**src/rtl/ysyx_25060173_decode_pkg.sv**
```systemverilog
// Shared types for the NPC decode queue: op enum, opcode constants, immediate formats, decoded entry.
// The op enum reserves the RV32M values whether or not YSYX_25060173_RV32M_EN is defined.
package ysyx_25060173_decode_pkg;

    localparam int unsigned OP_ENUM_W = 6;
    localparam int unsigned IMM_W     = 32;
    localparam int unsigned REG_W     = 5;

    typedef enum logic [OP_ENUM_W-1:0] {
        OP_ILLEGAL,
        OP_LUI, OP_AUIPC, OP_JAL, OP_JALR,
        OP_BEQ, OP_BNE, OP_BLT, OP_BGE, OP_BLTU, OP_BGEU,
        OP_LB, OP_LH, OP_LW, OP_LBU, OP_LHU,
        OP_SB, OP_SH, OP_SW,
        OP_ADDI, OP_SLTI, OP_SLTIU, OP_XORI, OP_ORI, OP_ANDI,
        OP_SLLI, OP_SRLI, OP_SRAI,
        OP_ADD, OP_SUB, OP_SLL, OP_SLT, OP_SLTU, OP_XOR, OP_SRL, OP_SRA, OP_OR, OP_AND,
        OP_NOP, OP_EBREAK,
        OP_MUL, OP_MULH, OP_MULHSU, OP_MULHU, OP_DIV, OP_DIVU, OP_REM, OP_REMU
    } op_e;

    typedef enum logic [2:0] {
        FMT_R, FMT_I, FMT_S, FMT_B, FMT_U, FMT_J
    } fmt_e;

    localparam logic [6:0] OPC_LOAD    = 7'b0000011;
    localparam logic [6:0] OPC_STORE   = 7'b0100011;
    localparam logic [6:0] OPC_BRANCH  = 7'b1100011;
    localparam logic [6:0] OPC_OP      = 7'b0110011;
    localparam logic [6:0] OPC_OPIMM   = 7'b0010011;
    localparam logic [6:0] OPC_JAL     = 7'b1101111;
    localparam logic [6:0] OPC_JALR    = 7'b1100111;
    localparam logic [6:0] OPC_LUI     = 7'b0110111;
    localparam logic [6:0] OPC_AUIPC   = 7'b0010111;
    localparam logic [6:0] OPC_SYSTEM  = 7'b1110011;
    localparam logic [6:0] OPC_MISCMEM = 7'b0001111;

    localparam logic [31:0] INST_EBREAK   = 32'h0010_0073;
    localparam logic [31:0] INST_HALT_JAL = 32'h0000_006f;

    // Decoded instruction minus pc; imm is kept at 32 bits and sign-extended to XLEN at the output.
    typedef struct packed {
        op_e              op;
        logic [IMM_W-1:0] imm;
        logic [REG_W-1:0] rs1;
        logic [REG_W-1:0] rs2;
        logic [REG_W-1:0] rd;
        logic             rd_we;
        logic             illegal;
        logic             ebreak;
    } entry_t;

    function automatic logic [IMM_W-1:0] imm_of(input fmt_e fmt, input logic [31:0] inst);
        logic [IMM_W-1:0] imm;
        imm = '0;
        case (fmt)
            FMT_I:   imm = {{20{inst[31]}}, inst[31:20]};
            FMT_S:   imm = {{20{inst[31]}}, inst[31:25], inst[11:7]};
            FMT_B:   imm = {{19{inst[31]}}, inst[31], inst[7], inst[30:25], inst[11:8], 1'b0};
            FMT_U:   imm = {inst[31:12], 12'b0};
            FMT_J:   imm = {{11{inst[31]}}, inst[31], inst[19:12], inst[20], inst[30:21], 1'b0};
            default: imm = '0;
        endcase
        return imm;
    endfunction

endpackage

```
**src/rtl/ysyx_25060173_decode_comb.sv**
```systemverilog
// Combinational RV32I decoder: raw instruction word to decoded entry (no pc).
// RV32M encodings are recognised only when YSYX_25060173_RV32M_EN is defined.
module ysyx_25060173_decode_comb
    import ysyx_25060173_decode_pkg::*;
(
    input  logic [31:0] inst,
    output entry_t      entry_c
);

    logic [6:0] opcode;
    logic [2:0] funct3;
    logic [6:0] funct7;

    assign opcode = inst[6:0];
    assign funct3 = inst[14:12];
    assign funct7 = inst[31:25];

    op_e  op;
    fmt_e fmt;
    logic use_rs1;
    logic use_rs2;
    logic use_rd;
    logic is_shift;

    // Op classification; fmt/use flags are don't-care whenever op stays OP_ILLEGAL.
    always_comb begin
        op       = OP_ILLEGAL;
        fmt      = FMT_R;
        use_rs1  = 1'b0;
        use_rs2  = 1'b0;
        use_rd   = 1'b0;
        is_shift = 1'b0;
        if (inst == INST_EBREAK || inst == INST_HALT_JAL) begin
            op = OP_EBREAK;
        end else begin
            case (opcode)
                OPC_LUI: begin
                    op = OP_LUI; fmt = FMT_U; use_rd = 1'b1;
                end
                OPC_AUIPC: begin
                    op = OP_AUIPC; fmt = FMT_U; use_rd = 1'b1;
                end
                OPC_JAL: begin
                    op = OP_JAL; fmt = FMT_J; use_rd = 1'b1;
                end
                OPC_JALR: begin
                    fmt = FMT_I; use_rs1 = 1'b1; use_rd = 1'b1;
                    if (funct3 == 3'b000) op = OP_JALR;
                end
                OPC_BRANCH: begin
                    fmt = FMT_B; use_rs1 = 1'b1; use_rs2 = 1'b1;
                    case (funct3)
                        3'b000:  op = OP_BEQ;
                        3'b001:  op = OP_BNE;
                        3'b100:  op = OP_BLT;
                        3'b101:  op = OP_BGE;
                        3'b110:  op = OP_BLTU;
                        3'b111:  op = OP_BGEU;
                        default: op = OP_ILLEGAL;
                    endcase
                end
                OPC_LOAD: begin
                    fmt = FMT_I; use_rs1 = 1'b1; use_rd = 1'b1;
                    case (funct3)
                        3'b000:  op = OP_LB;
                        3'b001:  op = OP_LH;
                        3'b010:  op = OP_LW;
                        3'b100:  op = OP_LBU;
                        3'b101:  op = OP_LHU;
                        default: op = OP_ILLEGAL;
                    endcase
                end
                OPC_STORE: begin
                    fmt = FMT_S; use_rs1 = 1'b1; use_rs2 = 1'b1;
                    case (funct3)
                        3'b000:  op = OP_SB;
                        3'b001:  op = OP_SH;
                        3'b010:  op = OP_SW;
                        default: op = OP_ILLEGAL;
                    endcase
                end
                OPC_OPIMM: begin
                    fmt = FMT_I; use_rs1 = 1'b1; use_rd = 1'b1;
                    case (funct3)
                        3'b000: op = OP_ADDI;
                        3'b010: op = OP_SLTI;
                        3'b011: op = OP_SLTIU;
                        3'b100: op = OP_XORI;
                        3'b110: op = OP_ORI;
                        3'b111: op = OP_ANDI;
                        3'b001: begin
                            is_shift = 1'b1;
                            if (funct7 == 7'b0000000) op = OP_SLLI;
                        end
                        3'b101: begin
                            is_shift = 1'b1;
                            if (funct7 == 7'b0000000)      op = OP_SRLI;
                            else if (funct7 == 7'b0100000) op = OP_SRAI;
                        end
                    endcase
                end
                OPC_OP: begin
                    use_rs1 = 1'b1; use_rs2 = 1'b1; use_rd = 1'b1;
                    case (funct7)
                        7'b0000000: begin
                            case (funct3)
                                3'b000: op = OP_ADD;
                                3'b001: op = OP_SLL;
                                3'b010: op = OP_SLT;
                                3'b011: op = OP_SLTU;
                                3'b100: op = OP_XOR;
                                3'b101: op = OP_SRL;
                                3'b110: op = OP_OR;
                                3'b111: op = OP_AND;
                            endcase
                        end
                        7'b0100000: begin
                            if (funct3 == 3'b000)      op = OP_SUB;
                            else if (funct3 == 3'b101) op = OP_SRA;
                        end
`ifdef YSYX_25060173_RV32M_EN
                        7'b0000001: begin
                            case (funct3)
                                3'b000: op = OP_MUL;
                                3'b001: op = OP_MULH;
                                3'b010: op = OP_MULHSU;
                                3'b011: op = OP_MULHU;
                                3'b100: op = OP_DIV;
                                3'b101: op = OP_DIVU;
                                3'b110: op = OP_REM;
                                3'b111: op = OP_REMU;
                            endcase
                        end
`endif
                        default: op = OP_ILLEGAL;
                    endcase
                end
                OPC_MISCMEM: begin
                    if (funct3 == 3'b000) op = OP_NOP;
                end
                // ebreak is matched above; ecall and CSR accesses are not supported.
                OPC_SYSTEM: op = OP_ILLEGAL;
                default:    op = OP_ILLEGAL;
            endcase
        end
    end

    // Entry assembly: illegal, nop and ebreak carry no immediate or registers.
    always_comb begin
        entry_c         = '0;
        entry_c.op      = op;
        entry_c.illegal = (op == OP_ILLEGAL);
        entry_c.ebreak  = (op == OP_EBREAK);
        if (op != OP_ILLEGAL) begin
            entry_c.imm   = is_shift ? IMM_W'(inst[24:20]) : imm_of(fmt, inst);
            entry_c.rs1   = use_rs1 ? inst[19:15] : '0;
            entry_c.rs2   = use_rs2 ? inst[24:20] : '0;
            entry_c.rd    = use_rd  ? inst[11:7]  : '0;
            entry_c.rd_we = use_rd && (inst[11:7] != 5'd0);
        end
    end

endmodule

```
**src/rtl/ysyx_25060173_decode_queue.sv**
```systemverilog
// Buffered RV32I decode stage: decodes at enqueue and holds DEPTH entries in a circular buffer.
// Optional RV32M decode is enabled by defining YSYX_25060173_RV32M_EN.
module ysyx_25060173_decode_queue
    import ysyx_25060173_decode_pkg::*;
#(
    parameter int unsigned DEPTH = 2,
    parameter int unsigned XLEN  = 32,
    parameter int unsigned OP_W  = 6
) (
    input  logic                       clk,
    input  logic                       rst,
    input  logic                       flush,
    input  logic                       in_valid,
    output logic                       in_ready,
    input  logic [31:0]                in_inst,
    input  logic [XLEN-1:0]            in_pc,
    output logic                       out_valid,
    input  logic                       out_ready,
    output logic [XLEN-1:0]            out_pc,
    output logic [OP_W-1:0]            out_op,
    output logic [XLEN-1:0]            out_imm,
    output logic [4:0]                 out_rs1,
    output logic [4:0]                 out_rs2,
    output logic [4:0]                 out_rd,
    output logic                       out_rd_we,
    output logic                       out_illegal,
    output logic                       out_ebreak,
    output logic [$clog2(DEPTH+1)-1:0] count
);

    localparam int unsigned PTR_W = $clog2(DEPTH);
    localparam int unsigned CNT_W = $clog2(DEPTH+1);

    entry_t          entry_c;
    entry_t          mem_q [DEPTH];
    entry_t          mem_d [DEPTH];
    logic [XLEN-1:0] pc_q  [DEPTH];
    logic [XLEN-1:0] pc_d  [DEPTH];
    logic [PTR_W-1:0] wr_ptr_q, wr_ptr_d;
    logic [PTR_W-1:0] rd_ptr_q, rd_ptr_d;
    logic [CNT_W-1:0] count_q, count_d;
    logic full;
    logic empty;
    logic push;
    logic pop;
    entry_t head;

    ysyx_25060173_decode_comb u_decode (
        .inst    (in_inst),
        .entry_c (entry_c)
    );

    function automatic logic [PTR_W-1:0] ptr_inc(input logic [PTR_W-1:0] p);
        return (p == PTR_W'(DEPTH - 1)) ? '0 : p + PTR_W'(1);
    endfunction

    assign full      = (count_q == CNT_W'(DEPTH));
    assign empty     = (count_q == '0);
    assign in_ready  = !full;
    assign out_valid = !empty;
    assign push      = in_valid && in_ready && !flush;
    assign pop       = out_valid && out_ready && !flush;

    always_comb begin
        wr_ptr_d = wr_ptr_q;
        rd_ptr_d = rd_ptr_q;
        count_d  = count_q;
        mem_d    = mem_q;
        pc_d     = pc_q;
        if (flush) begin
            wr_ptr_d = '0;
            rd_ptr_d = '0;
            count_d  = '0;
        end else begin
            if (push) begin
                mem_d[wr_ptr_q] = entry_c;
                pc_d[wr_ptr_q]  = in_pc;
                wr_ptr_d        = ptr_inc(wr_ptr_q);
            end
            if (pop) begin
                rd_ptr_d = ptr_inc(rd_ptr_q);
            end
            if (push && !pop) begin
                count_d = count_q + CNT_W'(1);
            end else if (pop && !push) begin
                count_d = count_q - CNT_W'(1);
            end
        end
    end

    always_ff @(posedge clk or posedge rst) begin
        if (rst) begin
            wr_ptr_q <= '0;
            rd_ptr_q <= '0;
            count_q  <= '0;
        end else begin
            wr_ptr_q <= wr_ptr_d;
            rd_ptr_q <= rd_ptr_d;
            count_q  <= count_d;
        end
    end

    // Payload storage needs no reset: every read is masked by out_valid.
    always_ff @(posedge clk) begin
        mem_q <= mem_d;
        pc_q  <= pc_d;
    end

    assign head        = mem_q[rd_ptr_q];
    assign count       = count_q;
    assign out_pc      = out_valid ? pc_q[rd_ptr_q] : '0;
    assign out_op      = out_valid ? OP_W'(head.op) : '0;
    assign out_imm     = out_valid ? XLEN'($signed(head.imm)) : '0;
    assign out_rs1     = out_valid ? head.rs1 : '0;
    assign out_rs2     = out_valid ? head.rs2 : '0;
    assign out_rd      = out_valid ? head.rd : '0;
    assign out_rd_we   = out_valid && head.rd_we;
    assign out_illegal = out_valid && head.illegal;
    assign out_ebreak  = out_valid && head.ebreak;

endmodule

```
**config.mk**
```make
export PLATFORM = sky130hd
export DESIGN_NAME = ysyx_25060173_decode_queue
export DESIGN_NICKNAME = d
export VERILOG_FILES = /design/src/rtl/ysyx_25060173_decode_pkg.sv /design/src/rtl/ysyx_25060173_decode_comb.sv /design/src/rtl/ysyx_25060173_decode_queue.sv
export SDC_FILE = /design/constraint.sdc
export NUM_CORES = 1
export LEC_CHECK = 0
export BUFFER_PORTS_ARGS = -buffer_cell sky130_fd_sc_hd__buf_4
export CAP_MARGIN = 20
export CORE_UTILIZATION = 60
export CTS_CLUSTER_DIAMETER = 80
export DETAILED_ROUTE_END_ITERATION = 12
export PLACE_DENSITY = 0.95
export RECOVER_POWER = 25
export SYNTH_ARGS = -nofsm -noshare
export SYNTH_HDL_FRONTEND = slang
export SYNTH_HIERARCHICAL = 1
export SYNTH_SLANG_ARGS = --single-unit
```
**constraint.sdc**
```tcl
create_clock -name clk -period 23.7 [get_ports clk]
set_input_delay 2.37 -clock clk [delete_from_list [all_inputs] [get_ports clk]]
set_output_delay 2.37 -clock clk [all_outputs]
set_load 0.05 [all_outputs]
```
* Word-level counts from Yosys, hierarchy flattened *
Memories as Yosys holds them, arrays and structs flattened.
Index checks and enable logic that the tools add are counted.

storage, ports and cells
  flip-flop bits (word level) = 180
  ROM bits = 48
  input bits = 69
  output and inout bits = 92
  word-level logic and storage cells = 150
  memories kept = 1

operators by class
  $add $sub $neg = 4
  $lt $le $gt $ge = 3
  eq/ne operators = 27
  mux-type cells = 58
  bitwise logic cells = 3
  reduce and logical (&&, ||, !) cells = 33

memory list
  name              depth  bits a word  rd ports  clocked after memory_dff  wr ports  RTL line                          source
  (name not given)  8      6            1         0                         0         ysyx_25060173_decode_comb.sv:106  case (funct3)

operator list
  cell                                                   count
  two-way mux 32 bit                                     7
  two-way mux 56 bit                                     4
  one-hot mux 32 bit (5 select lines)                    1
  bitwise mux 112 bit                                    1
  bitwise mux 64 bit                                     1
  one-hot mux 6 bit (10 select lines)                    1
  demux 56 bit (select 1 bit)                            1
  two-way mux 48 bit                                     1
  one-hot mux 6 bit (8 select lines)                     1
  two-way mux 5 bit                                      8
  two-way mux 6 bit                                      6
  demux 32 bit (select 1 bit)                            1
  equality test 32 x 21 -> 1 bit, second input constant  1
  equality test 32 x 7 -> 1 bit, second input constant   1
  equality test 7 x 6 -> 1 bit, second input constant    4
  one-hot mux 4 bit (6 select lines)                     1
  equality test 7 bit, second input constant             3
  one-hot mux 4 bit (5 select lines)                     1
  equality test 3 bit, second input constant             6
  two-way mux 1 bit                                      15
  one-hot mux 3 bit (5 select lines)                     1
  one-hot mux 5 bit (3 select lines)                     1
  equality test 7 x 5 -> 1 bit, second input constant    2
  equality test 3 x 2 -> 1 bit, second input constant    4
  31 further kinds                                       55

* Longest topological paths before layout *
  word-level depth = 9
  mapped depth = 14
  depth with buffers taken out = 9

* Hierarchy *
Netlist, hierarchy kept.

by module, submodules not included
  module                      times used  cells each  area each (sq um)  seq. area each (sq um)
  ysyx_25060173_decode_queue  1           399         6871.6             5385.2
  ysyx_25060173_decode_comb   1           286         1652.8             0.0

* Worst setup path after synthesis *
No wires, ideal clock.

  path type = input-to-reg
  start = input port in_valid
  end = register mem_q[0] in the netlist's numbering, enable pin
  arrival time = 8.829 ns
  required time = 23.038 ns
  path slack = 14.208 ns
  stages on the path = 2
  cells stage by stage = nand2_1 nor3b_1

on the way
  cells in the longest elaborated chain, start to end = 3

RTL lines
  item                                  RTL line                           source
  start, declared                       ysyx_25060173_decode_queue.sv:13   input logic in_valid,
  logical AND 1 bit (2 in a row)        ysyx_25060173_decode_queue.sv:61   assign push = in_valid && in_ready && !flush;
  AND reduction 2 bit (no source line)  n/a
  end signal, assigned                  ysyx_25060173_decode_queue.sv:105  mem_q <= mem_d;
  end, declared                         ysyx_25060173_decode_queue.sv:35   entry_t mem_q [DEPTH];

Every way passes these cells.
A chain may end at the register's enable or synchronous reset.

* Final worst setup path *
  start = register rd_ptr_q
  end = output port out_imm[31]

on the way
  cells in the longest elaborated chain, start to end = 5

RTL lines
  item                                                   RTL line                           source
  start, declared                                        ysyx_25060173_decode_queue.sv:40   logic [PTR_W-1:0] rd_ptr_q, rd_ptr_d;
  start signal, assigned                                 ysyx_25060173_decode_queue.sv:98   rd_ptr_q <= rd_ptr_d;
  NOT 1 -> 2 bit (not written as such)                   ysyx_25060173_decode_queue.sv:109  assign head = mem_q[rd_ptr_q];
  two-way mux 56 bit (not written as such) (3 in a row)  ysyx_25060173_decode_queue.sv:109
  two-way mux 32 bit                                     ysyx_25060173_decode_queue.sv:113  assign out_imm = out_valid ? XLEN'($signed(head.imm)) : '0;
  end, declared                                          ysyx_25060173_decode_queue.sv:21   output logic [XLEN-1:0] out_imm,

Every way passes these cells. The select of a mux whose other input is x is not followed.

==> results.ini <==
[outcome]
violations=max-capacitance violations, max-slew violations
status=finished with violations

[sta]
rsz0062_at_grt=false
min_period_ns=5.25
skew_ns=0.0120
fin_crit_sh_pct=22.2
setup_slack_ns=18.45
slew_headroom_pct=-69.8
report.final.slew_viol_count=90
fmax_ghz=0.190
setup_viol=0
worst_slew_pin_slew_ns=2.55
holdWs_ns=0.587
hold_violations=0
setup_tns_ns=0

[critical_path]
path_buf_inv=2
cp.arrival_ns=2.88
cp_slowest_stage_delay_ns=0.88
r2r_start=count[1]
r2r_cells=5
critPathMostFrequentCell=buf_4
reg2reg_to=mem_q[33]
path_depth=4
critPathCaptureType=primary output
cp.required_ns=21.33
worstPathMaxFanout=62
path_delay_family=buffers and inverters
ff2ff_setup_slack_ns=20.30
path_cells=buf_4 -> mux2i_1 -> nor2_1 -> buf_4
path_class=flop to primary output
critPathLaunchType=flop
cpMaxStageDelayCell=buf_4

[pwr]
p_clk_share_pct=34.6
power.leakage_nw=3.56
seqPwrFrac_pct=49.4
p_sw_uw=205
cellInternalPower_uw=531
power.density_nw_per_um2=72.2
power_switching_share_pct=27.8
ir_drop_mv=0.0591
pwr-share-comb_pct=16.0

[finish]
utilization_pct=73.5
syn_to_final_growth_pct=19.6
fin_nets=902
diodes=0
drive_gt1_share_pct=22.9
stdcell_count=1021

[clocking]
htreeDepth=4
clk_latency_ns=0.43
cts_resized=0
cts_made_buffers=17
hold_buffers=0
clk_path_buf_depth=2
numClockSinks=180
cts.reportedPaths.clkPinSlew_ns=0.07
cts_tree=done
post_cts_buffers=0
cts_root_buffer=clkbuf_16

[floorplanning]
die-area_um2=14700
die_h_um=121
coreArea_um2=13900
die_x_um=121
ios=161
start_util_pct=61.4
fp-row-count=43

[detailed_routing]
routed_wl_mm=20.0
firstDrtPassIters=5
vias=6155
ant_nets=0
wl_per_cell_um=19.6
drc=0
viasPerCell=6.03
drt-initial-drc-count=637

[hold_path]
worstHoldPathType=flop to flop
hp-start=wr_ptr_q
whs_path_depth=2
hold_end=wr_ptr_q

[synth]
syn_inst=685
syn_area_per_cell_um2=12.4
ys.warnings.count=6
synth_edf_count=176
syn_nets=759
synth_area_um2=8520
synth_seq_area_share_pct=63.2
ys_dominant_reg_cell=edfxtp_1
synthArstFlopShare_pct=2.22
ys_ff_latch=180
ys_types=63

[global_routing]
grt_overflow_total=0
antenna_found_initial=0
grt_pass1_vias=5789
grt_pass1_wl_mm=30.4
grt_max_degree=67
grt.total_usage_pct=27.6

[run]
max-cap-violations=2

[placement]
place_ws_ns=18.39
placed_cells=989
gp_congestion=0.991
port_buffers=160
hpwl_mm=13.5

## cells by family after synthesis
logic type                 count (synthesis)  share of synthesized area, %
xor gates and xnor gates                   2                         0.206
buffers and inverters                     58                          4.07
and+or+nand+nor                          267                          14.6
DFF                                      180                          63.2
AOI/OAI and AO/OA                         82                          6.36
muxes                                     91                          10.8
adders and majority gates                  5                         0.734
## registers in the layout, indices dropped and copies added, names as in the netlist
name and count:
mem_q 112, pc_q 64, count 2, rd_ptr_q 1, wr_ptr_q 1
## Yosys cell counts, types with 3 or more instances
cell	number	area (µm²)
a211oi_1	13	97.6
a21oi_1	27	135
and2_1	4	25.0
and3_1	4	25.0
and4_1	3	26.3
buf_2	13	65.1
buf_4	12	90.1
buf_6	9	101
clkbuf_1	8	30.0
dfrtp_1	4	100
edfxtp_1	176	5290
ha_1	5	62.6
inv_1	13	48.8
mux2i_1	89	891
nand2_1	47	176
nand2b_1	7	43.8
nand3_1	17	85.1
nand3b_1	3	22.5
nand4_1	6	37.5
nor2_1	125	469
nor2b_1	3	18.8
nor3_1	19	95.1
nor3b_1	4	30.0
nor4_1	7	43.8
o211ai_1	3	22.5
o21ai_0	14	70.1
o31ai_1	4	30.0
or3_1	4	25.0
## layer usage
metal / vias to the layer above / share of wire [%] / global-route usage, %
met5: - / 0 / 0
met3: 57 / 8.6 / 5.26
met2: 342 / 49 / 45.5
met4: 0 / 3.1 / 12.3
li1: 2818 / - / -
met1: 2938 / 39 / 35.7
## worst max path at each step
stage | startpoint | end | slack (ns)
4_1_cts | rd_ptr_q | out_imm[31] | 18.45
2_1_floorplan | in_valid | mem_q[0] | 14.21
5_1_grt | rd_ptr_q | out_rs1[0] | 18.37
3_5_place_dp | in_inst[13] | mem_q[2] | 18.39
3_3_place_gp | in_inst[13] | mem_q[2] | 18.44
6_report | rd_ptr_q | out_imm[31] | 18.45
## layout make-up
type | count | area [µm²]
fill | 913 | 3680
timing repair buffer | 168 | 1200
inverter | 14 | 52.6
clock buffer | 20 | 437
tap | 180 | 225
sequential | 180 | 5390
multi-input combinational | 447 | 2800
clock inverter | 12 | 95.1
## worst reg2reg max path, delay by kind of cell, from the launching register on
kind                   cells  cell delay, ns
buffers and inverters      2            1.93
DFF                        1            0.49
and+or+nand+nor            3            0.53
## power groups by stage
stage / sequential (mW) / clock (mW) / combinational (mW)
floorplan: 0.370 / 0 / 0.0833
detailed placement: 0.370 / 0 / 0.118
global placement: 0.369 / 0 / 0.117
global route: 0.364 / 0.270 / 0.124
CTS: 0.363 / 0.258 / 0.119
finish: 0.363 / 0.255 / 0.118
## metrics by stage
stage	area, µm²	total power [mW]
after floorplan	8520	0.453
after global placement	9740	0.487
after detailed placement	9740	0.488
after CTS	10300	0.740
after global routing	10200	0.759
final	10200	0.736
## cell usage in the layout, fill, tap and decap left out, types with 19 or more instances in the layout
| master | netlist | routed |
|---|---|---|
| clkbuf_4 | 0 | 22 |
| clkbuf_1 | 8 | 19 |
| edfxtp_1 | 176 | 176 |
| a21oi_1 | 27 | 27 |
| nand2_1 | 47 | 47 |
| nor2_1 | 125 | 125 |
| buf_4 | 12 | 130 |
| mux2i_1 | 89 | 89 |
| nor3_1 | 19 | 19 |
Power figures use the tool's default switching activity.
